--- src/rtl/multi_operand_add_seq_if.sv ---
// rtl/multi_operand_add_seq_if.sv - operand/sum handshake bundle for multi_operand_add_seq
// RUNTIME_COUNT_EN adds the num_ops field.
interface multi_operand_add_seq_if #(
    parameter int WIDTH = 8,
    parameter int N_OPS = 4
);
    localparam int SUM_W = WIDTH + $clog2(N_OPS);
    localparam int CNT_W = $clog2(N_OPS) + 1;

    logic             start;
    logic             op_valid;
    logic [WIDTH-1:0] op_data;
    logic             op_ready;
    logic             busy;
    logic             sum_valid;
    logic             sum_ready;
    logic [SUM_W-1:0] sum;
`ifdef RUNTIME_COUNT_EN
    logic [CNT_W-1:0] num_ops;

    modport master (
        output start, op_valid, op_data, sum_ready, num_ops,
        input  op_ready, busy, sum_valid, sum
    );
    modport slave (
        input  start, op_valid, op_data, sum_ready, num_ops,
        output op_ready, busy, sum_valid, sum
    );
`else
    modport master (
        output start, op_valid, op_data, sum_ready,
        input  op_ready, busy, sum_valid, sum
    );
    modport slave (
        input  start, op_valid, op_data, sum_ready,
        output op_ready, busy, sum_valid, sum
    );
`endif
endinterface

--- src/rtl/multi_operand_add_seq.sv ---
// rtl/multi_operand_add_seq.sv - serial multi-operand adder sequencer sharing one adder
// RUNTIME_COUNT_EN enables a per-sum operand count taken from num_ops at start.
module multi_operand_add_seq #(
    parameter int WIDTH = 8,
    parameter int N_OPS = 4
) (
    input  logic                  clk,
    input  logic                  rst,
    multi_operand_add_seq_if.slave bus
);
    localparam int SUM_W = WIDTH + $clog2(N_OPS);
    localparam int CNT_W = $clog2(N_OPS) + 1;
    localparam logic [CNT_W-1:0] MAX_CNT = CNT_W'(N_OPS);

    typedef enum logic [1:0] {IDLE, ACCUM, DONE} state_t;

    state_t           state;
    state_t           state_nx;
    logic [SUM_W-1:0] acc;
    logic [SUM_W-1:0] acc_sum;
    logic [CNT_W-1:0] cnt;
    logic [CNT_W-1:0] count;
    logic             accept;
    logic             last_op;
    logic             start_empty;

`ifdef RUNTIME_COUNT_EN
    logic [CNT_W-1:0] count_in;

    assign count_in    = (bus.num_ops > MAX_CNT) ? MAX_CNT : bus.num_ops;
    assign start_empty = (bus.num_ops == '0);

    always_ff @(posedge clk or posedge rst) begin
        if (rst) begin
            count <= '0;
        end else if (state == IDLE && bus.start) begin
            count <= count_in;
        end
    end
`else
    assign count       = MAX_CNT;
    assign start_empty = 1'b0;
`endif

    assign accept  = bus.op_valid && (state == ACCUM);
    assign last_op = (cnt == count - CNT_W'(1));
    assign acc_sum = acc + {{(SUM_W-WIDTH){1'b0}}, bus.op_data};

    always_ff @(posedge clk or posedge rst) begin
        if (rst) begin
            state <= IDLE;
        end else begin
            state <= state_nx;
        end
    end

    always_comb begin
        state_nx      = state;
        bus.op_ready  = 1'b0;
        bus.busy      = 1'b0;
        bus.sum_valid = 1'b0;
        bus.sum       = '0;
        case (state)
            IDLE: begin
                if (bus.start) begin
                    state_nx = start_empty ? DONE : ACCUM;
                end
            end
            ACCUM: begin
                bus.op_ready = 1'b1;
                bus.busy     = 1'b1;
                if (accept && last_op) begin
                    state_nx = DONE;
                end
            end
            DONE: begin
                bus.busy      = 1'b1;
                bus.sum_valid = 1'b1;
                bus.sum       = acc;
                if (bus.sum_ready) begin
                    state_nx = IDLE;
                end
            end
            default: state_nx = IDLE;
        endcase
    end

    // The accumulator is only exposed in DONE, so partial sums never reach sum.
    always_ff @(posedge clk or posedge rst) begin
        if (rst) begin
            acc <= '0;
            cnt <= '0;
        end else if (state == IDLE && bus.start) begin
            acc <= '0;
            cnt <= '0;
        end else if (accept) begin
            acc <= acc_sum;
            cnt <= cnt + CNT_W'(1);
        end
    end
endmodule
--- src/flat_wrapper.sv ---
// flat-port wrapper written by rule: the top's interface ports become plain ports
module multi_operand_add_seq_flat 
#(
    parameter int WIDTH = 8,
    parameter int N_OPS = 4
)
  (clk, rst, bus_start, bus_op_valid, bus_op_data, bus_sum_ready, bus_op_ready, bus_busy, bus_sum_valid, bus_sum);
  multi_operand_add_seq_if #(.WIDTH(WIDTH), .N_OPS(N_OPS)) bus_i ();
  input  logic clk;
  input  logic rst;
  input wire logic [$bits(bus_i.start)-1:0] bus_start;
  input wire logic [$bits(bus_i.op_valid)-1:0] bus_op_valid;
  input wire logic [$bits(bus_i.op_data)-1:0] bus_op_data;
  input wire logic [$bits(bus_i.sum_ready)-1:0] bus_sum_ready;
  output wire logic [$bits(bus_i.op_ready)-1:0] bus_op_ready;
  output wire logic [$bits(bus_i.busy)-1:0] bus_busy;
  output wire logic [$bits(bus_i.sum_valid)-1:0] bus_sum_valid;
  output wire logic [$bits(bus_i.sum)-1:0] bus_sum;
  assign bus_i.start = bus_start;
  assign bus_i.op_valid = bus_op_valid;
  assign bus_i.op_data = bus_op_data;
  assign bus_i.sum_ready = bus_sum_ready;
  assign bus_op_ready = bus_i.op_ready;
  assign bus_busy = bus_i.busy;
  assign bus_sum_valid = bus_i.sum_valid;
  assign bus_sum = bus_i.sum;
  multi_operand_add_seq #(.WIDTH(WIDTH), .N_OPS(N_OPS)) u_core (.clk(clk), .rst(rst), .bus(bus_i));
endmodule
--- config.mk ---
export PLATFORM = sky130hd
export DESIGN_NAME = multi_operand_add_seq_flat
export DESIGN_NICKNAME = d
export VERILOG_FILES = /design/src/rtl/multi_operand_add_seq_if.sv /design/src/rtl/multi_operand_add_seq.sv /design/src/flat_wrapper.sv
export SDC_FILE = /design/constraint.sdc
export NUM_CORES = 1
export LEC_CHECK = 0
export ABC_CLOCK_PERIOD_IN_PS = 2800
export BUFFER_PORTS_ARGS = -buffer_cell sky130_fd_sc_hd__buf_4
export CAP_MARGIN = 20
export CORE_ASPECT_RATIO = 0.6
export CORE_UTILIZATION = 50
export CTS_BUF_LIST = sky130_fd_sc_hd__clkbuf_4
export DETAILED_ROUTE_END_ITERATION = 12
export PLACE_DENSITY = 0.76
export SLEW_MARGIN = 20
export SYNTH_ARGS = -nofsm -noshare
export SYNTH_HDL_FRONTEND = slang
export SYNTH_SLANG_ARGS = --single-unit
export TNS_END_PERCENT = 100
--- constraint.sdc ---
create_clock -name clk -period 2.8 [get_ports clk]
set_clock_uncertainty 0.2 [all_clocks]
set_input_delay 0 -clock clk [delete_from_list [all_inputs] [get_ports clk]]
set_output_delay 0 -clock clk [all_outputs]
set_load 0.02 [all_outputs]
=== After elaboration in Yosys (flattened, before gate mapping) ===
Index checks and enable logic that the tools add are counted.

* Add/subtract/negate cells: 2
* Equality and inequality tests: 6
* Muxes and demuxes: 12
* Reduce and logical (&&, ||, !) cells: 7

{| class="wikitable"
|+ Operators with widths
! cell !! count
|-
| 10-bit 2-to-1 mux || 3
|-
| 10-bit by 8-bit adder with 10-bit output || 1
|-
| 2-bit 2-to-1 mux || 3
|-
| 3-bit 2-to-1 mux || 2
|-
| 2-bit inequality test (second input constant) || 3
|-
| 2-bit case mux with 3 select lines || 1
|-
| 3-bit by 1-bit adder with 3-bit output (second input constant) || 1
|-
| 3-bit by 2-bit equality test with 1-bit output (second input constant) || 1
|-
| 1-bit logical AND || 3
|-
| 1-bit 2-to-1 mux || 3
|-
| 3-bit AND reduction || 1
|-
| 2-bit by 1-bit equality test with 1-bit output (second input constant) || 1
|-
| 2-bit equality test (second input constant) || 1
|-
| 2-bit logical NOT || 1
|-
| 2-bit nonzero test || 1
|-
| 2-bit OR reduction || 1
|}

* Register bits after elaboration: 15
* Input port bits: 13
* Word-level logic and storage cells: 30

=== Logic depth before layout (Yosys ltp) ===
Gate-level depths: netlist of run 1.

* Word-level depth: 5
* Mapped depth: 7
* Mapped depth without buffers: 7

=== Worst setup path after synthesis of run 1 ===
No wires, ideal clock.

* Path kind: register to register
* Start: register u_core.acc[0]
* End: register u_core.acc[8]
* Library setup time: 120 ps
* Data arrival time: 1,771 ps
* Data required time: 2,480 ps
* Slack: 709 ps
* Cell stages (with the launch flop): 7
* Path through: dfrtp_1 > ha_1 > fa_1 > a21o_2 > a221oi_2 > o21ai_2 > a31o_2

* Cells in the longest elaborated chain, start to end: 3

{| class="wikitable"
|+ RTL lines
! element !! line !! source
|-
| start: declaration || multi_operand_add_seq.sv:19 || <nowiki>logic [SUM_W-1:0] acc;</nowiki>
|-
| start signal: assignment || multi_operand_add_seq.sv:97 || <nowiki>acc <= acc_sum;</nowiki>
|-
| 10-bit by 8-bit adder with 10-bit output || multi_operand_add_seq.sv:47 || <nowiki>assign acc_sum = acc + {{(SUM_W-WIDTH){1'b0}}, bus.op_data};</nowiki>
|-
| 10-bit 2-to-1 mux || multi_operand_add_seq.sv:96 || <nowiki>end else if (accept) begin</nowiki>
|-
| 10-bit 2-to-1 mux || multi_operand_add_seq.sv:93 || <nowiki>end else if (state == IDLE && bus.start) begin</nowiki>
|}

Every way passes these cells. The select of a mux whose other input is x is not followed.
A chain may end at the register's enable or synchronous reset.

=== Final worst setup path of run 1 ===
* Start: register u_core.state[0]
* End: register u_core.state[0]

* Cells in the longest elaborated chain, start to end: 5
* Elaborated cells between the ends (all ways): 10
* Those cells by class: 5 x eq/ne; 1 x mux; 4 x reduce/logical

{| class="wikitable"
|+ RTL lines
! element !! line !! source
|-
| start: declaration || multi_operand_add_seq.sv:17 || <nowiki>state_t state;</nowiki>
|-
| start signal: assignment || multi_operand_add_seq.sv:53 || <nowiki>state <= state_nx;</nowiki>
|-
| 2-bit by 1-bit equality test with 1-bit output || multi_operand_add_seq.sv:45, multi_operand_add_seq.sv:63 ||
|-
| 1-bit logical AND || multi_operand_add_seq.sv:45 || <nowiki>assign accept = bus.op_valid && (state == ACCUM);</nowiki>
|-
| 1-bit logical AND || multi_operand_add_seq.sv:72 || <nowiki>if (accept && last_op) begin</nowiki>
|-
| 2-bit inequality test (no line) || n/a ||
|-
| 3-bit AND reduction (no line) || n/a ||
|}

Parallel ways exist; a longest one is shown, timed or not.

==> results.tsv, run 1 <==
metric	value	unit
design_area	0.001406	sq mm
dr_total_vias	966	
maxSlewHeadroom	0.5867	
post-route-period-util	0.8865	
fp.dieArea	0.002384	sq mm
hpwlAfterDp	1742	um
yosysTopAreaCell	dfrtp_1	
swShare	0.4522	
firstDrtPassIters	4	
wl_per_cell	13.52	um
synthFlopType	dfrtp_1	
synth_area_per_cell	8.891	sq um
die_x	62.38	um
clock_power_share	0.101	
post-cts-setup-buffers	0	
cts_buffers	3	
p_seq_frac	0.295	
wirelength	2488	um
vias_per_cell	5.250	
diodes	0	
drc	0	
synth_fa_ha_area_frac	0.1899	
mappedNetlistArea	0.001094	sq mm
met3_usage	0.07143	
die_h	38.23	um
rows	12	
layout.nets	186	
synth_top_family_by_area	simple AND/OR/NAND/NOR gates	
grt_pass1_vias	864	
io_pins	26	
cts-root-buf	clkbuf_4	
max_freq	402.8	MHz
synth_compound_area_frac	0.1716	
setup_viol	0	
cts_buffer_depth	2	
internal_power	0.6984	mW
synth-edff-count	0	
top_usage_layer	met2	
p_total	1.275	mW
drv_cap	0	
grt_usage	0.2343	
powerDensity	906.5	mW/mm^2
coreArea	0.001952	sq mm
rsz0062_at_grt	no	
area_delta_synth_final	28.60	%
cp.arrival	2.46	ns
worst-setup-path-type	register to register	
gr-total-overflow	0	
worstPathMaxFanout	12	
required	2.78	ns
drive_above_1_share	0.2179	
crit_path_cell_trace	inv_1, ha_1, a222oi_1, dlygate4sd3_1, o21ai_0	
outcome	finished clean	
slowest_stage	dlygate4sd3_1	
yosys_warnings	0	
synth_seq_cells	15	
yosysSeqAreaShare	0.3432	
ant_nets	0	
start_util	0.5603	
clk_latency	0.29	ns
clk_pin_slew_worst_paths	0.10	ns
hp-class	primary input to register	
tightest_slew	0.6199	ns
portBuffers	25	
ys_types	31	
drt_iter0_drc	38	
hold_violations	0	
syn_inst	123	
cts_tree	yes	
p_leak	0.7284	nW
setup_tns	0	ns
ir_drop	471.7	uV
synthesis.nets	152	
setup.worst_path.start_class	register	
use_met1	0.3196	
p_sw	0.5764	mW
drv_slew	0	
synth-xor-area-share	0.04005	
yosys.area_share.simple	0.2094	
end_kind	register	
async_flop_share	1.000	
cts.htree.levels	1	
place_area	0.001299	sq mm
use_met2	0.3571	
synth.area.mux_share	0.009153	
period_needed	2.482	ns
combPwrFrac	0.604	
antenna_found_initial	0	
place_congestion	0.8186	
grt_pass1_wl	4002	um
critPathMaxStageDelay	0.68	ns
cts_sinks	15	
grt_max_degree	18	
synth_area_leaders	dfrtp_1 34%, ha_1 17%, nand2_1 7.9%	
synth.top_cell.area_share	0.3432	
[cell usage after synthesis (2+ instances only)]
cell	n
a21o_1	3
buf_2	2
and2_1	12
nor3_1	2
nand2_1	23
ha_1	15
a211oi_1	2
nor2_1	4
xnor2_1	4
o21ai_0	3
a31oi_1	3
inv_1	6
nand3_1	2
dfrtp_1	15
a21oi_1	10
clkbuf_1	2
[path summary, 6_finish.rpt]
| kind | startpoint | end | slack (ns) | cells past startpoint |
|---|---|---|---|---|
| setup / recovery | u_core.state[0] | u_core.state[0] | 0.32 | 5 |
| hold reg to reg | u_core.cnt[1] | u_core.cnt[1] | 0.34 | 2 |
| max in group asynchronous | rst | u_core.state[0] | 1.89 | 3 |
| hold / removal | bus_op_data[4] | u_core.acc[4] | 0.02 | 5 |
| min in group asynchronous | rst | u_core.acc[6] | 0.12 | 3 |
| setup reg to reg | u_core.state[0] | u_core.state[0] | 0.32 | 5 |
[logic make-up (layout without fill, tap and decap cells)]
family | after synthesis | after routing
buffers and inverters | 10 | 43
flip-flops | 15 | 15
AO/OA/AOI/OAI | 28 | 28
XOR/XNOR | 5 | 5
adder cells (fa/ha/maj) | 16 | 16
multiplexers | 1 | 1
AND/OR/NAND/NOR | 48 | 48
[flip-flops by register name, summed over array words and instances, names as in the netlist]
name          flops
u_core.cnt        3
u_core.acc       10
u_core.state      2
[metal layers]
| metal | part of all wire | routed length (um) |
|---|---|---|
| met2 | 0.44 | 1092 |
| met4 | 0.012 | 31 |
| met5 | 0 | 0 |
| met3 | 0.050 | 125 |
| met1 | 0.50 | 1239 |
[per-stage QoR]
stage,setup WS (ns),hold slack (ns),std cells,utilization
6_report,0.3177,0.01874,184,0.7205
5_1_grt,0.2383,0.03420,184,0.7205
4_1_cts,0.3493,0.009580,184,0.7205
3_5_place_dp,0.5846,-0.08965,172,0.6654
3_3_place_gp,0.6476,-0.09770,172,0.6654
2_1_floorplan,0.7086,-0.2985,123,-
[what timing repair did]
item / CTS / global route
hold buffers: 8 / 0
endpoints found under the hold margin: 21 / 0
resized for setup: 0 / 0
endpoints found under the setup margin: 0 / 0
[cell usage in the layout (no fill, tap or decap), types with 2 or more instances in the layout]
cell type      netlist  final
inv_1                6      6
nor2_1               4      4
nand3_1              2      2
xnor2_1              4      4
dlygate4sd3_1        0      8
o21ai_0              3      3
and2_1              12     12
buf_4                0     25
nor3_1               2      2
a21oi_1             10     10
clkbuf_4             0      3
a21o_1               3      3
a211oi_1             2      2
ha_1                15     15
nand2_1             23     23
a31oi_1              3      3
dfrtp_1             15     15
[cell type report]
type	instances	area, sq um
multi-input combinational	98	678.2
clock buffer	3	22.52
fill	164	545.5
sequential	15	375.4
tap	28	35.03
inverter	6	22.52
timing repair buffer	33	267.8
clock inverter	1	5.005
[critical path: cells and delay by family, from the launching register on]
family / cells / cell delay, ns
buffers and inverters: 2 / 0.78
AOI/OAI and AO/OA: 2 / 0.64
DFF: 1 / 0.38
adders and majority gates: 1 / 0.37
[power by group through the flow]
stage | Combinational [mW] | Sequential (mW) | Clock (mW)
floorplan | 0.559 | 0.362 | 0
global placement | 0.705 | 0.374 | 0
detailed placement | 0.722 | 0.381 | 0
CTS | 0.761 | 0.376 | 0.133
global route | 0.855 | 0.390 | 0.145
finish | 0.770 | 0.376 | 0.129
No activity file was read; power rests on OpenSTA's default activity.
==> inputs of run 2 (changes only) <==
RECOVER_POWER = 25   (was not set)
==> run 2 against run 1 <==
  * Register-to-register slack barely moved
  * Via count did not move
  * Clock power barely moved
  * Cell count did not move
  * Sequential cell count did not move
  * Critical path depth did not move
  * Total power barely moved
  * Global-route usage did not move
  * Combinational power barely moved
  * First-iteration DRC count did not move
  * Hold slack barely moved
  * Largest power group unchanged
==> results.tsv, run 2 (synthesis gave the netlist of run 1 again) <==
metric	value	unit	change
hp-class	primary input to register		
post-route-period-util	0.8865		unchanged
ant_nets	0		unchanged
largest_register_ffs	10		unchanged
gr-total-overflow	0		unchanged
p_leak	0.7282	nW	about the same
max_freq	402.8	MHz	unchanged
period_needed	2.482	ns	unchanged
clk_pin_slew_worst_paths	0.10	ns	about the same
wirelength	2488	um	unchanged
die_h	38.23	um	unchanged
die_x	62.38	um	unchanged
fp.dieArea	0.002384	sq mm	unchanged
rows	12		unchanged
cts_buffer_depth	2		unchanged
io_pins	26		unchanged
coreArea	0.001952	sq mm	unchanged
top_regs	u_core.acc: 10 flops, u_core.cnt: 3 flops, u_core.state: 2 flops		
grt_pass1_vias	864		unchanged
cts_buffers	3		unchanged
antenna_found_initial	0		unchanged
finalNonFillerCells	184		unchanged
drc	0		unchanged
setup.worst_path.start_class	register		
register_area	375.4	sq um	unchanged
cts-root-buf	clkbuf_4		
cts_sinks	15		unchanged
worst-setup-path-type	register to register		
grt_usage	0.2343		unchanged
multi_input_area	678.2	sq um	unchanged
maxSlewHeadroom	0.5867		unchanged
r2r_slack	0.32	ns	about the same
dpl.cell_count	172		unchanged
drt_iter0_drc	38		unchanged
powerDensity	906.4	mW/mm^2	about the same
grt_pass1_wl	4002	um	unchanged
cts.htree.levels	1		unchanged
layout.nets	186		unchanged
n_fill_cell	164		unchanged
worstPathMaxFanout	12		unchanged
cts_tree	yes		
grt_max_degree	18		unchanged
setup_tns	0	ns	unchanged
post-route-util	0.7205		unchanged
hpwlAfterDp	1742	um	unchanged
wl_per_cell	13.52	um	unchanged
portBuffers	25		unchanged
tightest_slew	0.6199	ns	unchanged
final_cell_mix	24 x buf_4, 23 x nand2_1, 15 x ha_1, 15 x dfrtp_1, 12 x and2_1		
start_util	0.5603		unchanged
drv_cap	0		unchanged
top_register	u_core.acc		
hold_violations	0		unchanged
diodes	0		unchanged
place_congestion	0.8186		unchanged
layout_commonest_cell	buf_4		
area_delta_synth_final	28.60	%	unchanged
rsz0062_at_grt	no		
drv_slew	0		unchanged
clk_latency	0.29	ns	about the same
required	2.78	ns	about the same
firstDrtPassIters	4		unchanged
vias_per_cell	5.250		unchanged
ir_drop	471.6	uV	about the same
cp.arrival	2.46	ns	about the same
dr_total_vias	966		unchanged
timing.hold.ws	0.01874	ns	+0.0000001000 ns
drive_above_1_share	0.2179		unchanged
setup_viol	0		unchanged
outcome	finished clean		
end_kind	register		
post-cts-setup-buffers	0		unchanged
[run 2: routing by layer]
metal,vias up,track usage,routed length (um)
met5,-,0,0
met4,0,0.08140,31
met3,6,0.07143,125
met2,23,0.3571,1092
met1,447,0.3196,1239
li1,490,-,-
[run 2: worst paths after layout]
path,from,endpoint,cells past startpoint
worst max-delay path,u_core.state[0],u_core.state[0],5
worst min-delay path,bus_op_data[4],u_core.acc[4],5
worst max register to register,u_core.state[0],u_core.state[0],5
worst min register to register,u_core.cnt[1],u_core.cnt[1],2
max in group asynchronous,rst,u_core.state[0],3
min in group asynchronous,rst,u_core.acc[6],3
[run 2: layout make-up]
class / count / area share
clock buffer: 3 / 0.01601
clock inverter: 1 / 0.003559
inverter: 6 / 0.01601
multi-input combinational: 98 / 0.4822
sequential: 15 / 0.2669
tap: 28 / 0.02491
timing repair buffer: 33 / 0.1904
[run 2: timing repair]
item | in CTS | in global routing
resized for setup | 0 | 0
hold buffers | 8 | 0
hold endpoints to repair | 21 | 0
[run 2: where the power goes]
group | switching, mW | total [mW] | leakage [nW] | internal (mW)
logic | 0.433 | 0.770 | 0.512 | 0.337
registers | 0.0684 | 0.376 | 0.198 | 0.308
clock network | 0.0753 | 0.129 | 0.0177 | 0.0533
[run 2: worst max-delay path, stage by stage (launching register included)]
cell	delay, ns
dfrtp_1	0.38
inv_1	0.10
ha_1	0.37
a222oi_1	0.56
dlygate4sd3_1	0.68
o21ai_0	0.08
[run 2: stage by stage]
| step | power, mW | instance area, sq um | worst slack (ns) |
|---|---|---|---|
| global route | 1.390 | 1406 | 0.2383 |
| finish | 1.275 | 1406 | 0.3177 |
| global placement | 1.079 | 1299 | 0.6476 |
| CTS | 1.270 | 1406 | 0.3493 |
| detailed placement | 1.103 | 1299 | 0.5846 |
| floorplan | 0.9212 | 1094 | 0.7086 |
